### config.mk
export PLATFORM = sky130hd
export DESIGN_NAME = inst_fetcher
export DESIGN_NICKNAME = d
export VERILOG_FILES = /design/src/rtl/inst_fetcher_pkg.sv /design/src/rtl/inst_fetcher_fetch_queue.sv /design/src/rtl/inst_fetcher.sv
export SDC_FILE = /design/constraint.sdc
export NUM_CORES = 1
export LEC_CHECK = 0
export ABC_AREA = 0
export BUFFER_PORTS_ARGS = -buffer_cell sky130_fd_sc_hd__buf_4
export CORE_MARGIN = 1.5
export CORE_UTILIZATION = 54
export CTS_CLUSTER_SIZE = 20
export DETAILED_ROUTE_END_ITERATION = 8
export HOLD_SLACK_MARGIN = 0.05
export PLACE_DENSITY = 0.81
export RECOVER_POWER = 50
export SYNTH_ARGS = -nofsm -noshare
export SYNTH_HDL_FRONTEND = slang
export SYNTH_SLANG_ARGS = --single-unit
export TNS_END_PERCENT = 30
### constraint.sdc
create_clock -name clk_in -period 7.1 [get_ports clk_in]
set_clock_uncertainty 0.1 [all_clocks]
set_input_delay 1.42 -clock clk_in [delete_from_list [all_inputs] [get_ports clk_in]]
set_output_delay 1.42 -clock clk_in [all_outputs]
set_load 0.03 [all_outputs]
### src/rtl/inst_fetcher_pkg.sv
`default_nettype none
// =============================================================================
// Module   : inst_fetcher_pkg
// Brief    : Opcode constants, fetch state encoding and immediate decoders
//            shared by the instruction fetch stage.
// Revision : 1.0 - initial release
// =============================================================================
package inst_fetcher_pkg;

    localparam logic [6:0] OP_JAL    = 7'b1101111;
    localparam logic [6:0] OP_JALR   = 7'b1100111;
    localparam logic [6:0] OP_BRANCH = 7'b1100011;

    localparam int ENTRY_W = 65;

    typedef enum logic [0:0] {
        FETCH = 1'b0,
        STALL = 1'b1
    } fetch_state_t;

    typedef struct packed {
        logic        pred;
        logic [31:0] pc;
        logic [31:0] inst;
    } fetch_entry_t;

    function automatic logic [31:0] j_imm(input logic [31:0] inst);
        return {{12{inst[31]}}, inst[19:12], inst[20], inst[30:21], 1'b0};
    endfunction

    function automatic logic [31:0] b_imm(input logic [31:0] inst);
        return {{20{inst[31]}}, inst[7], inst[30:25], inst[11:8], 1'b0};
    endfunction

endpackage
`default_nettype wire

### src/rtl/inst_fetcher_fetch_queue.sv
`default_nettype none
// =============================================================================
// Module   : inst_fetcher_fetch_queue
// Brief    : Synchronous FIFO of fetched {pred, pc, inst} entries with
//            combinational head read and single-cycle flush.
// Revision : 1.0 - initial release
// =============================================================================
module inst_fetcher_fetch_queue #(
    parameter int DEPTH = 4,
    parameter int WIDTH = 65
) (
    input  logic                     clk_in,
    input  logic                     rst_in,
    input  logic                     i_en,
    input  logic                     i_push,
    input  logic                     i_pop,
    input  logic                     i_flush,
    input  logic [WIDTH-1:0]         i_data,
    output logic [WIDTH-1:0]         o_head,
    output logic                     o_full,
    output logic                     o_empty,
    output logic [$clog2(DEPTH):0]   o_count
);

    localparam int AW = $clog2(DEPTH);

    typedef logic [AW:0] count_t;
    localparam count_t FULL_COUNT = count_t'(DEPTH);

    logic [WIDTH-1:0] r_mem [DEPTH];
    logic [AW-1:0]    r_wr_ptr;
    logic [AW-1:0]    r_rd_ptr;
    count_t           r_count;

    logic w_do_push;
    logic w_do_pop;

    // Flush dominates: a same-cycle push or pop is dropped.
    assign w_do_push = i_en && i_push && !i_flush && (r_count != FULL_COUNT);
    assign w_do_pop  = i_en && i_pop  && !i_flush && (r_count != '0);

    always_ff @(posedge clk_in) begin
        if (!rst_in) begin
            r_wr_ptr <= '0;
            r_rd_ptr <= '0;
            r_count  <= '0;
        end else if (i_en && i_flush) begin
            r_wr_ptr <= '0;
            r_rd_ptr <= '0;
            r_count  <= '0;
        end else begin
            if (w_do_push) begin
                r_wr_ptr <= r_wr_ptr + 1'b1;
            end
            if (w_do_pop) begin
                r_rd_ptr <= r_rd_ptr + 1'b1;
            end
            case ({w_do_push, w_do_pop})
                2'b10:   r_count <= r_count + 1'b1;
                2'b01:   r_count <= r_count - 1'b1;
                default: r_count <= r_count;
            endcase
        end
    end

    always_ff @(posedge clk_in) begin
        if (w_do_push) begin
            r_mem[r_wr_ptr] <= i_data;
        end
    end

    assign o_head  = r_mem[r_rd_ptr];
    assign o_full  = (r_count == FULL_COUNT);
    assign o_empty = (r_count == '0);
    assign o_count = r_count;

endmodule
`default_nettype wire

### src/rtl/inst_fetcher.sv
`default_nettype none
// =============================================================================
// Module   : inst_fetcher
// Brief    : Fetch PC, memory request handshake, next-PC selection and
//            decoder-facing instruction queue. FETCH_PREDICT_EN enables static
//            backward-taken branch prediction.
// Revision : 1.0 - initial release
// =============================================================================
module inst_fetcher
    import inst_fetcher_pkg::*;
#(
    parameter int          QUEUE_DEPTH = 4,
    parameter logic [31:0] RESET_PC    = 32'h0
) (
    input  logic        clk_in,
    input  logic        rst_in,
    input  logic        rdy_in,
    output logic        _InstFetcher_need_inst,
    output logic [31:0] _pc_Fetcher2Mem,
    output logic        _stall_set,
    input  logic        _inst_ready_in_Mem2Fetcher,
    input  logic [31:0] _inst_in_Mem2Fetcher,
    input  logic        _stall_recover,
    input  logic [31:0] _recover_pc,
    input  logic        _clear,
    input  logic [31:0] _clear_pc,
    output logic        _inst_valid,
    output logic [31:0] _inst_out,
    output logic [31:0] _inst_pc,
    output logic        _inst_pred_taken,
    input  logic        _decoder_ready
);

    localparam int CW = $clog2(QUEUE_DEPTH) + 1;

    typedef logic [CW-1:0] count_t;
    localparam count_t DEPTH_COUNT = count_t'(QUEUE_DEPTH);

    fetch_state_t r_state;
    fetch_state_t w_state_nxt;
    logic [31:0]  r_pc;
    logic [31:0]  w_pc_nxt;
    logic         r_stall_pulse;
    logic         w_stall_pulse_nxt;

    logic         w_need;
    logic         w_accept;
    logic         w_pop;
    logic         w_flush;
    logic         w_empty;
    logic         w_full_unused;
    count_t       w_count;
    logic         w_pred;
    logic         w_is_jalr;
    logic [6:0]   w_opcode;
    logic [31:0]  w_target_pc;
    fetch_entry_t w_push_entry;
    fetch_entry_t w_head;

    assign w_opcode = _inst_in_Mem2Fetcher[6:0];

    assign w_need   = (r_state == FETCH) && (w_count < DEPTH_COUNT);
    assign w_accept = rdy_in && _inst_ready_in_Mem2Fetcher && w_need && !_clear;
    assign w_pop    = rdy_in && !w_empty && _decoder_ready && !_clear;
    assign w_flush  = rdy_in && _clear;

`ifdef FETCH_PREDICT_EN
    // Backward branches (negative immediate) are assumed to be loop closers.
    assign w_pred = (w_opcode == OP_BRANCH) && _inst_in_Mem2Fetcher[31];
`else
    assign w_pred = 1'b0;
`endif

    always_comb begin
        w_target_pc = r_pc + 32'd4;
        w_is_jalr   = 1'b0;
        case (w_opcode)
            OP_JAL: begin
                w_target_pc = r_pc + j_imm(_inst_in_Mem2Fetcher);
            end
            OP_JALR: begin
                w_target_pc = r_pc;
                w_is_jalr   = 1'b1;
            end
            OP_BRANCH: begin
                if (w_pred) begin
                    w_target_pc = r_pc + b_imm(_inst_in_Mem2Fetcher);
                end
            end
            default: begin
                w_target_pc = r_pc + 32'd4;
            end
        endcase
    end

    // Next-state logic; with rdy_in low everything, including a pending
    // stall pulse, holds.
    always_comb begin
        w_state_nxt       = r_state;
        w_pc_nxt          = r_pc;
        w_stall_pulse_nxt = r_stall_pulse;
        if (rdy_in) begin
            w_stall_pulse_nxt = 1'b0;
            if (_clear) begin
                w_state_nxt = FETCH;
                w_pc_nxt    = _clear_pc;
            end else begin
                case (r_state)
                    FETCH: begin
                        if (w_accept) begin
                            w_pc_nxt = w_target_pc;
                            if (w_is_jalr) begin
                                w_state_nxt       = STALL;
                                w_stall_pulse_nxt = 1'b1;
                            end
                        end
                    end
                    STALL: begin
                        if (_stall_recover) begin
                            w_state_nxt = FETCH;
                            w_pc_nxt    = _recover_pc;
                        end
                    end
                    default: begin
                        w_state_nxt = FETCH;
                    end
                endcase
            end
        end
    end

    always_ff @(posedge clk_in) begin
        if (!rst_in) begin
            r_state       <= FETCH;
            r_pc          <= RESET_PC;
            r_stall_pulse <= 1'b0;
        end else begin
            r_state       <= w_state_nxt;
            r_pc          <= w_pc_nxt;
            r_stall_pulse <= w_stall_pulse_nxt;
        end
    end

    assign w_push_entry.pred = w_pred;
    assign w_push_entry.pc   = r_pc;
    assign w_push_entry.inst = _inst_in_Mem2Fetcher;

    inst_fetcher_fetch_queue #(
        .DEPTH (QUEUE_DEPTH),
        .WIDTH (ENTRY_W)
    ) u_fetch_queue (
        .clk_in  (clk_in),
        .rst_in  (rst_in),
        .i_en    (rdy_in),
        .i_push  (w_accept),
        .i_pop   (w_pop),
        .i_flush (w_flush),
        .i_data  (w_push_entry),
        .o_head  (w_head),
        .o_full  (w_full_unused),
        .o_empty (w_empty),
        .o_count (w_count)
    );

    assign _InstFetcher_need_inst = w_need;
    assign _pc_Fetcher2Mem        = r_pc;
    assign _stall_set             = r_stall_pulse;
    assign _inst_valid            = !w_empty;
    assign _inst_out              = w_head.inst;
    assign _inst_pc               = w_head.pc;

`ifdef FETCH_PREDICT_EN
    // Storage is not reset, so mask the pred bit while the queue is empty.
    assign _inst_pred_taken = !w_empty && w_head.pred;
`else
    logic w_pred_unused;
    assign w_pred_unused    = w_head.pred;
    assign _inst_pred_taken = 1'b0;
`endif

endmodule
`default_nettype wire

==> results of run 1 <==
kinds of logic after synthesis:
| kind of cell | synth area share (%) |
|---|---|
| AO/OA/AOI/OAI | 11.4 |
| XOR/XNOR | 2.89 |
| adder cells (fa/ha/maj) | 3.52 |
| buffers and inverters | 2.02 |
| flip-flops | 61.3 |
| multiplexers | 10.9 |
| other | 0.0269 |
| AND/OR/NAND/NOR | 8.05 |
cell type report:
type	instances	area, sq um	area share [%]
Clock buffer	37	787	4.76
Clock inverter	18	272	1.64
Inverter	25	93.8	0.567
Multi-Input combinational cell	626	5130	31.0
Sequential cell	299	8550	51.7
Tap cell	330	413	2.49
Timing Repair Buffer	207	1300	7.85
cell usage in the layout, fill, tap and decap left out, types with 6 or more instances in the layout:
cell / n
sky130_fd_sc_hd__o22ai_1: 11
sky130_fd_sc_hd__buf_4: 139
sky130_fd_sc_hd__or3_1: 10
sky130_fd_sc_hd__nand2b_1: 6
sky130_fd_sc_hd__a31oi_1: 9
sky130_fd_sc_hd__and3_1: 6
sky130_fd_sc_hd__bufinv_16: 6
sky130_fd_sc_hd__clkbuf_1: 74
sky130_fd_sc_hd__o211ai_1: 17
sky130_fd_sc_hd__edfxtp_1: 256
sky130_fd_sc_hd__a21oi_1: 61
sky130_fd_sc_hd__nor2_1: 56
sky130_fd_sc_hd__nor3_1: 22
sky130_fd_sc_hd__mux4_2: 64
sky130_fd_sc_hd__xnor2_1: 27
sky130_fd_sc_hd__dfxtp_1: 41
sky130_fd_sc_hd__nand3_1: 26
sky130_fd_sc_hd__o21ai_0: 53
sky130_fd_sc_hd__and4_1: 7
sky130_fd_sc_hd__inv_1: 24
sky130_fd_sc_hd__clkbuf_16: 30
sky130_fd_sc_hd__ha_1: 36
sky130_fd_sc_hd__nand2_1: 63
sky130_fd_sc_hd__a211oi_1: 12
sky130_fd_sc_hd__nand4_1: 13
sky130_fd_sc_hd__o21a_1: 6
sky130_fd_sc_hd__xor2_1: 19
sky130_fd_sc_hd__a21o_1: 11
per-stage QoR:
step | setup WS, ns | cells | power (W)
floorplan | 2.85 | 994 | 0.00228
global placement | 2.84 | 1487 | 0.00246
detailed placement | 2.75 | 1487 | 0.00246
CTS | 2.59 | 1542 | 0.00413
global route | 1.50 | 1542 | 0.00421
finish | 1.79 | 1542 | 0.00410
flip-flops by register name (all words and copies together) (netlist names), named ones only:
| name | count |
|---|---|
| u_fetch_queue.r_mem | 256 |
| _pc_Fetcher2Mem | 32 |
| u_fetch_queue.o_count | 3 |
| u_fetch_queue.r_wr_ptr | 2 |
| _stall_set | 1 |
| r_state | 1 |
| u_fetch_queue.r_rd_ptr | 2 |
path summary, 6_finish.rpt:
| path | startpoint | endpoint |
|---|---|---|
| max | _clear | _pc_Fetcher2Mem[23] |
| max reg2reg | r_state | _pc_Fetcher2Mem[23] |
| min reg2reg | u_fetch_queue.r_rd_ptr[1] | flop |
| min | u_fetch_queue.r_rd_ptr[1] | flop |
routing by layer:
metal | track usage [%] | wire length (um) | vias up
li1 | - | - | 4342
met1 | 36.9 | 14100 | 4826
met2 | 45.4 | 18000 | 579
met3 | 5.25 | 3570 | 73
met4 | 9.01 | 1130 | 0
met5 | 0 | 0 | -
Yosys cell counts (all sizes together) (4+ instances only):
library cell	number
and4	7
a21oi	62
edfxtp	256
nand2b	6
a211oi	13
or3	10
o21ai	55
a31oi	9
mux2i	4
nand2	63
mux4	64
nor3	23
nor4	4
or2	4
o21a	6
buf	16
nand3	26
a211o	4
ha	36
and3	7
inv	25
clkbuf	28
nor2b	4
a21boi	4
o22ai	11
o211ai	17
a2111oi	7
a311oi	4
nand4	13
and2	6
dfxtp	43
xor2	19
a21o	11
nor2	57
xnor2	27
worst max-delay path, stage by stage:
cell and delay, ns:
sky130_fd_sc_hd__clkbuf_1 0.59, sky130_fd_sc_hd__or2_0 0.55, sky130_fd_sc_hd__nor3_1 0.20, sky130_fd_sc_hd__clkbuf_1 0.45, sky130_fd_sc_hd__inv_1 0.19, sky130_fd_sc_hd__o21ai_0 1.19, sky130_fd_sc_hd__nand2_1 0.47, sky130_fd_sc_hd__nor2_1 0.20
sky130_fd_sc_hd__o21ai_0 0.10, sky130_fd_sc_hd__nor3_1 0.21, sky130_fd_sc_hd__a211o_1 0.13
power breakdown:
group | switching, W | internal (W)
Combinational | 0.000266 | 0.000162
Sequential | 0.0000525 | 0.00194
Clock | 0.000672 | 0.00101
Total | 0.000990 | 0.00311
==> run_summary.xml, run 1 <==
<?xml version="1.0" encoding="UTF-8"?>
<metrics>
  <group name="global_routing">
    <metric name="grt_first_pass_wirelength" unit="mm">55.6</metric>
    <metric name="grt_overflow_total" unit="">0</metric>
    <metric name="number_of_antenna_violations_at_the_first_check_in_global_routing" unit="">0</metric>
    <metric name="grt_start_max_net_pins" unit="">65</metric>
    <metric name="grt_use_total" unit="%">27.5</metric>
    <metric name="first_global_vias" unit="">9743</metric>
  </group>
  <group name="power_and_ir_drop">
    <metric name="power_density" unit="nW/um^2">248</metric>
    <metric name="cellLeakagePower" unit="nW">5.66</metric>
    <metric name="irDropWorstVdd" unit="uV">194</metric>
  </group>
  <group name="logic_synthesis">
    <metric name="synth_top_flop_cell" unit="">sky130_fd_sc_hd__edfxtp_1</metric>
    <metric name="synth-seq-cells" unit="">299</metric>
    <metric name="synthCells" unit="">994</metric>
    <metric name="synth_top_cell_area_share" unit="%">55.1</metric>
    <metric name="synthesis.area" unit="sq um">14000</metric>
    <metric name="synth_async_sr_flop_share" unit="%">0</metric>
    <metric name="mappedNetlistNets" unit="">1135</metric>
    <metric name="synth_sequential_area_ratio" unit="%">61.3</metric>
    <metric name="yosysWarnings" unit="">0</metric>
    <metric name="cell_type_contributing_the_most_total_cell_area_after_synthesis" unit="">sky130_fd_sc_hd__edfxtp_1</metric>
    <metric name="syn_avg_cell_area" unit="sq um">14.0</metric>
    <metric name="synth_cell_types" unit="">75</metric>
    <metric name="synth_enable_flop_cells" unit="">256</metric>
    <metric name="area_contributors_post_synth" unit="">sky130_fd_sc_hd__edfxtp_1, sky130_fd_sc_hd__mux4_2, sky130_fd_sc_hd__dfxtp_1</metric>
  </group>
  <group name="clock_network">
    <metric name="clock-root-buffer" unit="">sky130_fd_sc_hd__clkbuf_16</metric>
    <metric name="clock_transition_at_the_registers_of_the_reported_paths" unit="ns">0.07</metric>
    <metric name="hold_fix_buffers_cts" unit="">0</metric>
    <metric name="tritoncts_num_sinks" unit="">299</metric>
    <metric name="ctsLongestPathBuffers" unit="">3</metric>
    <metric name="tritoncts" unit="">yes</metric>
    <metric name="post_cts.resized_instances" unit="">0</metric>
    <metric name="cts-buffers-inserted" unit="">30</metric>
    <metric name="source_to_sink_clock_delay_at_the_later_pin_of_the_worst_skew_pair" unit="ns">0.56</metric>
    <metric name="htree_num_levels" unit="">1</metric>
    <metric name="postCtsSetupBuffers" unit="">0</metric>
  </group>
  <group name="status">
    <metric name="violations" unit="">max-capacitance violations, max-slew violations</metric>
    <metric name="run_status" unit="">finished, violations left</metric>
  </group>
  <group name="layout">
    <metric name="postLayoutCoreUtil" unit="%">65.5</metric>
    <metric name="fillCellCount" unit="">1846</metric>
    <metric name="antenna_cells_inserted" unit="">0</metric>
    <metric name="finish.net_count" unit="">1330</metric>
    <metric name="syn_to_final_growth" unit="%">18.6</metric>
    <metric name="layout-drive-gt1-share" unit="%">22.7</metric>
    <metric name="layout.cell_area.non_filler" unit="sq um">16500</metric>
  </group>
  <group name="drt">
    <metric name="drcViolationCount" unit="">0</metric>
    <metric name="dr.first_iter.drc_count" unit="">1021</metric>
    <metric name="ant_nets" unit="">0</metric>
    <metric name="vias_per_cell" unit="">6.37</metric>
    <metric name="drt-total-wl" unit="mm">36.8</metric>
    <metric name="wire_per_inst" unit="um">23.9</metric>
    <metric name="route.vias.total" unit="">9820</metric>
    <metric name="detail_route.first_pass.iterations" unit="">5</metric>
  </group>
  <group name="worst_hold_path">
    <metric name="timing.hold.worst_path_depth" unit="">2</metric>
    <metric name="min_path_type" unit="">reg -&gt; reg</metric>
  </group>
  <group name="die">
    <metric name="floorplan.rows" unit="">58</metric>
    <metric name="design.core.area" unit="sq um">25300</metric>
    <metric name="floorplan.initialDensity" unit="%">55.2</metric>
    <metric name="fp.dieH" unit="um">164</metric>
    <metric name="design.portCount" unit="">203</metric>
    <metric name="die_x" unit="um">164</metric>
    <metric name="die-area" unit="sq um">26800</metric>
  </group>
  <group name="run">
    <metric name="cap_viol_max_count" unit="">2</metric>
  </group>
  <group name="placed_design">
    <metric name="place.gp.congestion" unit="">0.905</metric>
    <metric name="detailed_place_hpwl" unit="mm">24.1</metric>
    <metric name="place_area" unit="sq um">15800</metric>
    <metric name="io_buffer_count" unit="">201</metric>
  </group>
  <group name="worst_setup_path">
    <metric name="timing.setup.critical_path_class" unit="">in -&gt; reg</metric>
    <metric name="worst_ep_arrival_time" unit="ns">5.71</metric>
    <metric name="worst_setup_path_start_kind" unit="">input port</metric>
    <metric name="worst_reg_to_reg_setup_slack" unit="ns">2.70</metric>
    <metric name="critPathMaxFanout" unit="">30</metric>
    <metric name="cp-end-kind" unit="">flop</metric>
    <metric name="worst_r2r_path_depth" unit="">10</metric>
    <metric name="required_time_of_the_worst_setup_path" unit="ns">7.50</metric>
  </group>
  <group name="timing">
    <metric name="slew_viol_final" unit="">32</metric>
    <metric name="setup_repair_after_global_routing_missed_its_margin" unit="">no</metric>
    <metric name="maxClockFrequency" unit="GHz">0.188</metric>
    <metric name="slew_headroom" unit="%">-2.87</metric>
    <metric name="post-route-period-util" unit="%">74.8</metric>
    <metric name="period_needed" unit="ns">5.31</metric>
    <metric name="finalSetupViolCount" unit="">0</metric>
    <metric name="setup_tns" unit="ns">0</metric>
    <metric name="fin_worst_hold_slack" unit="ns">0.428</metric>
    <metric name="hold_viol_final" unit="">0</metric>
    <metric name="worst_slew_pin_slew" unit="ns">1.54</metric>
  </group>
</metrics>
Power figures use the tool's default switching activity.
==> run 2: changes to the inputs <==
--- a/config.mk
+++ b/config.mk
@@ -5,14 +5,14 @@
 export SDC_FILE = /design/constraint.sdc
 export NUM_CORES = 1
 export LEC_CHECK = 0
-export ABC_AREA = 0
+export ABC_AREA = 1
 export BUFFER_PORTS_ARGS = -buffer_cell sky130_fd_sc_hd__buf_4
 export CORE_MARGIN = 1.5
-export CORE_UTILIZATION = 54
+export CORE_UTILIZATION = 53
 export CTS_CLUSTER_SIZE = 20
 export DETAILED_ROUTE_END_ITERATION = 8
 export HOLD_SLACK_MARGIN = 0.05
-export PLACE_DENSITY = 0.81
+export PLACE_DENSITY = 0.82
 export RECOVER_POWER = 50
 export SYNTH_ARGS = -nofsm -noshare
 export SYNTH_HDL_FRONTEND = slang
==> constraint.sdc (replaced) <==
create_clock -name clk_in -period 4.6 [get_ports clk_in]
set_clock_uncertainty 0.1 [all_clocks]
set_input_delay 0.92 -clock clk_in [delete_from_list [all_inputs] [get_ports clk_in]]
set_output_delay 0.92 -clock clk_in [all_outputs]
set_load 0.03 [all_outputs]
==> run 2 against run 1 <==
The flow still finishes with violations (max-capacitance violations, max-slew violations); clock power increased by 27%; synthesized cell count rose by 66%; design area up 6.2%; combinational power grew 58%; final cell count is 44% higher; count of clock-buffer cells in the layout up 2; first-iteration DRC count is 68% higher; non-clock buffer count is 8 higher; via count grew 29%; global-route usage grew 1.7 points; sequential cell count unchanged; routed wire length grew 18%.
==> run_summary.xml, run 2 <==
<?xml version="1.0" encoding="UTF-8"?>
<metrics>
  <group name="status">
    <metric name="run_status" unit="">finished, violations left</metric>
    <metric name="violations" unit="">max-capacitance violations, max-slew violations</metric>
  </group>
  <group name="layout">
    <metric name="multi_input_comb_area" unit="sq um">5600</metric>
    <metric name="finish.net_count" unit="">1968</metric>
    <metric name="antenna_cells_inserted" unit="">0</metric>
    <metric name="final_common_cell" unit="">sky130_fd_sc_hd__nand2_1</metric>
    <metric name="fillCellCount" unit="">2327</metric>
    <metric name="largest_reg_flops" unit="">256</metric>
    <metric name="final-seq-area" unit="sq um">8550</metric>
    <metric name="largest_register" unit="">u_fetch_queue.r_mem</metric>
    <metric name="most-common-layout-cells" unit="">sky130_fd_sc_hd__nand2_1, sky130_fd_sc_hd__edfxtp_1, sky130_fd_sc_hd__nor2_1, sky130_fd_sc_hd__o21ai_0, sky130_fd_sc_hd__buf_4</metric>
    <metric name="syn_to_final_growth" unit="%">16.4</metric>
    <metric name="layout-drive-gt1-share" unit="%">13.8</metric>
    <metric name="layout.cell_area.non_filler" unit="sq um">17600</metric>
  </group>
  <group name="clock_network">
    <metric name="cts-buffers-inserted" unit="">29</metric>
    <metric name="tritoncts_num_sinks" unit="">299</metric>
    <metric name="clock_transition_at_the_registers_of_the_reported_paths" unit="ns">0.06</metric>
    <metric name="tritoncts" unit="">yes</metric>
    <metric name="htree_num_levels" unit="">1</metric>
    <metric name="postCtsSetupBuffers" unit="">0</metric>
    <metric name="post_cts.resized_instances" unit="">0</metric>
    <metric name="hold_fix_buffers_cts" unit="">0</metric>
    <metric name="source_to_sink_clock_delay_at_the_later_pin_of_the_worst_skew_pair" unit="ns">0.53</metric>
    <metric name="ctsLongestPathBuffers" unit="">3</metric>
    <metric name="clock-root-buffer" unit="">sky130_fd_sc_hd__clkbuf_16</metric>
  </group>
  <group name="logic_synthesis">
    <metric name="mappedNetlistNets" unit="">1788</metric>
    <metric name="synth_top_cells_by_count" unit="">sky130_fd_sc_hd__nand2_1, sky130_fd_sc_hd__edfxtp_1, sky130_fd_sc_hd__nor2_1, sky130_fd_sc_hd__o21ai_0, sky130_fd_sc_hd__inv_1</metric>
    <metric name="synth_enable_flop_cells" unit="">256</metric>
    <metric name="area_contributors_post_synth" unit="">sky130_fd_sc_hd__edfxtp_1, sky130_fd_sc_hd__nand2_1, sky130_fd_sc_hd__nor2_1</metric>
    <metric name="post-synth-top-count-cell" unit="">sky130_fd_sc_hd__nand2_1</metric>
    <metric name="yosysWarnings" unit="">0</metric>
    <metric name="synth_async_sr_flop_share" unit="%">0</metric>
    <metric name="synth_cell_types" unit="">53</metric>
    <metric name="synth_top_cell_area_share" unit="%">50.9</metric>
    <metric name="synth_top_flop_cell" unit="">sky130_fd_sc_hd__edfxtp_1</metric>
    <metric name="cell_type_contributing_the_most_total_cell_area_after_synthesis" unit="">sky130_fd_sc_hd__edfxtp_1</metric>
    <metric name="syn_avg_cell_area" unit="sq um">9.16</metric>
    <metric name="synthCells" unit="">1647</metric>
    <metric name="synthesis.area" unit="sq um">15100</metric>
    <metric name="synth_sequential_area_ratio" unit="%">56.6</metric>
    <metric name="synth-seq-cells" unit="">299</metric>
  </group>
  <group name="die">
    <metric name="fp.dieH" unit="um">172</metric>
    <metric name="floorplan.rows" unit="">61</metric>
    <metric name="design.core.area" unit="sq um">27900</metric>
    <metric name="floorplan.initialDensity" unit="%">54.0</metric>
    <metric name="die-area" unit="sq um">29500</metric>
    <metric name="die_x" unit="um">172</metric>
    <metric name="design.portCount" unit="">203</metric>
  </group>
  <group name="drt">
    <metric name="dr.first_iter.drc_count" unit="">1719</metric>
    <metric name="route.vias.total" unit="">12700</metric>
    <metric name="ant_nets" unit="">0</metric>
    <metric name="detail_route.first_pass.iterations" unit="">6</metric>
    <metric name="drcViolationCount" unit="">0</metric>
    <metric name="wire_per_inst" unit="um">19.5</metric>
    <metric name="vias_per_cell" unit="">5.70</metric>
    <metric name="drt-total-wl" unit="mm">43.5</metric>
  </group>
  <group name="timing">
    <metric name="maxClockFrequency" unit="GHz">0.252</metric>
    <metric name="finalSetupViolCount" unit="">0</metric>
    <metric name="setup_repair_after_global_routing_missed_its_margin" unit="">no</metric>
    <metric name="slew_headroom" unit="%">-6.49</metric>
    <metric name="post-route-period-util" unit="%">86.3</metric>
    <metric name="slew_viol_final" unit="">33</metric>
    <metric name="fin_worst_hold_slack" unit="ns">0.381</metric>
    <metric name="period_needed" unit="ns">3.97</metric>
    <metric name="worst_slew_pin_slew" unit="ns">1.59</metric>
    <metric name="hold_viol_final" unit="">0</metric>
  </group>
  <group name="global_routing">
    <metric name="grt_start_max_net_pins" unit="">72</metric>
    <metric name="first_global_vias" unit="">11700</metric>
    <metric name="grt_use_total" unit="%">29.2</metric>
    <metric name="number_of_antenna_violations_at_the_first_check_in_global_routing" unit="">0</metric>
    <metric name="grt_first_pass_wirelength" unit="mm">65.2</metric>
    <metric name="grt_overflow_total" unit="">0</metric>
  </group>
  <group name="worst_setup_path">
    <metric name="critical_path.reg2reg.startpoint" unit="">r_state</metric>
    <metric name="required_time_of_the_worst_setup_path" unit="ns">4.91</metric>
    <metric name="critPathMaxFanout" unit="">46</metric>
    <metric name="crit_path_start" unit="">_clear</metric>
    <metric name="worst_r2r_path_depth" unit="">4</metric>
    <metric name="worst_ep_arrival_time" unit="ns">4.28</metric>
    <metric name="timing.setup.critical_path_class" unit="">in -&gt; reg</metric>
    <metric name="cp-end-kind" unit="">flop</metric>
    <metric name="worst_setup_path_start_kind" unit="">input port</metric>
  </group>
  <group name="worst_hold_path">
    <metric name="timing.hold.worst_path_depth" unit="">2</metric>
    <metric name="min_path_type" unit="">reg -&gt; reg</metric>
    <metric name="min_from" unit="">u_fetch_queue.r_rd_ptr[1]</metric>
  </group>
  <group name="run">
    <metric name="cap_viol_max_count" unit="">2</metric>
  </group>
  <group name="placed_design">
    <metric name="detailed_place_hpwl" unit="mm">30.5</metric>
    <metric name="io_buffer_count" unit="">201</metric>
    <metric name="place_area" unit="sq um">16900</metric>
    <metric name="place.gp.congestion" unit="">0.992</metric>
  </group>
  <group name="power_and_ir_drop">
    <metric name="irDropWorstVdd" unit="uV">279</metric>
    <metric name="cellLeakagePower" unit="nW">6.96</metric>
    <metric name="power_density" unit="nW/um^2">335</metric>
  </group>
</metrics>
## run 2: per-layer routing
| metal | GRT usage, % | wire length, um | up-vias |
|---|---|---|---|
| met2 | 47.2 | 19900 | 664 |
| met4 | 8.05 | 1180 | 0 |
| met3 | 4.35 | 4430 | 65 |
| li1 | - | - | 6003 |
| met5 | 0 | 0 | - |
| met1 | 41.2 | 18000 | 5955 |
## run 2: worst max-delay path, cell delays in order
cell	delay, ns
sky130_fd_sc_hd__clkbuf_1	0.86
sky130_fd_sc_hd__inv_2	0.55
sky130_fd_sc_hd__nand2_1	0.23
sky130_fd_sc_hd__o22ai_2	0.11
sky130_fd_sc_hd__nor2_4	0.09
sky130_fd_sc_hd__clkbuf_1	0.60
sky130_fd_sc_hd__inv_4	0.41
sky130_fd_sc_hd__a211oi_2	0.39
sky130_fd_sc_hd__a21oi_2	0.10
## run 2: cell families after synthesis
group	count (synthesis)	synth area share, %
xor+xnor	12	0.696
fa+ha+maj	38	3.25
buf+inv	227	6.23
flops	299	56.6
other cells	1	0.0248
simple gates	707	19.6
compound gates	363	13.5
## run 2: per-stage QoR
step	instances	power, W	setup WS (ns)	util, %	setup TNS, ns
final	2225	0.00589	0.629	62.9	0
after global routing	2225	0.00607	0.533	62.9	0
after CTS	2225	0.00592	0.774	63.7	0
after detailed placement	2174	0.00382	1.34	60.7	0
after global placement	2174	0.00381	1.45	60.7	0
after floorplan	1647	0.00353	-0.163	-	-41.70
## run 2: final cells by class
cell class                      instances  share of cell area (%)
Clock buffer                           39                    4.46
Sequential cell                       299                    48.7
Timing Repair Buffer                  215                    8.47
Multi-Input combinational cell       1121                    31.9
Inverter                              161                    3.46
Clock inverter                         12                   0.356
Tap cell                              378                    2.69
## run 2: worst paths after layout
| kind | slack (ns) | end |
|---|---|---|
| max | 0.63 | _pc_Fetcher2Mem[17] |
| min | 0.38 | flop |
| max reg2reg | 1.44 | u_fetch_queue.r_mem[3][24] |
| min reg2reg | 0.38 | flop |
## run 2: power breakdown
group / internal [W] / leakage [nW] / switching (W)
combinational: 0.000228 / 3.91 / 0.000449
sequential: 0.00300 / 2.64 / 0.0000854
clock: 0.00119 / 0.420 / 0.000947
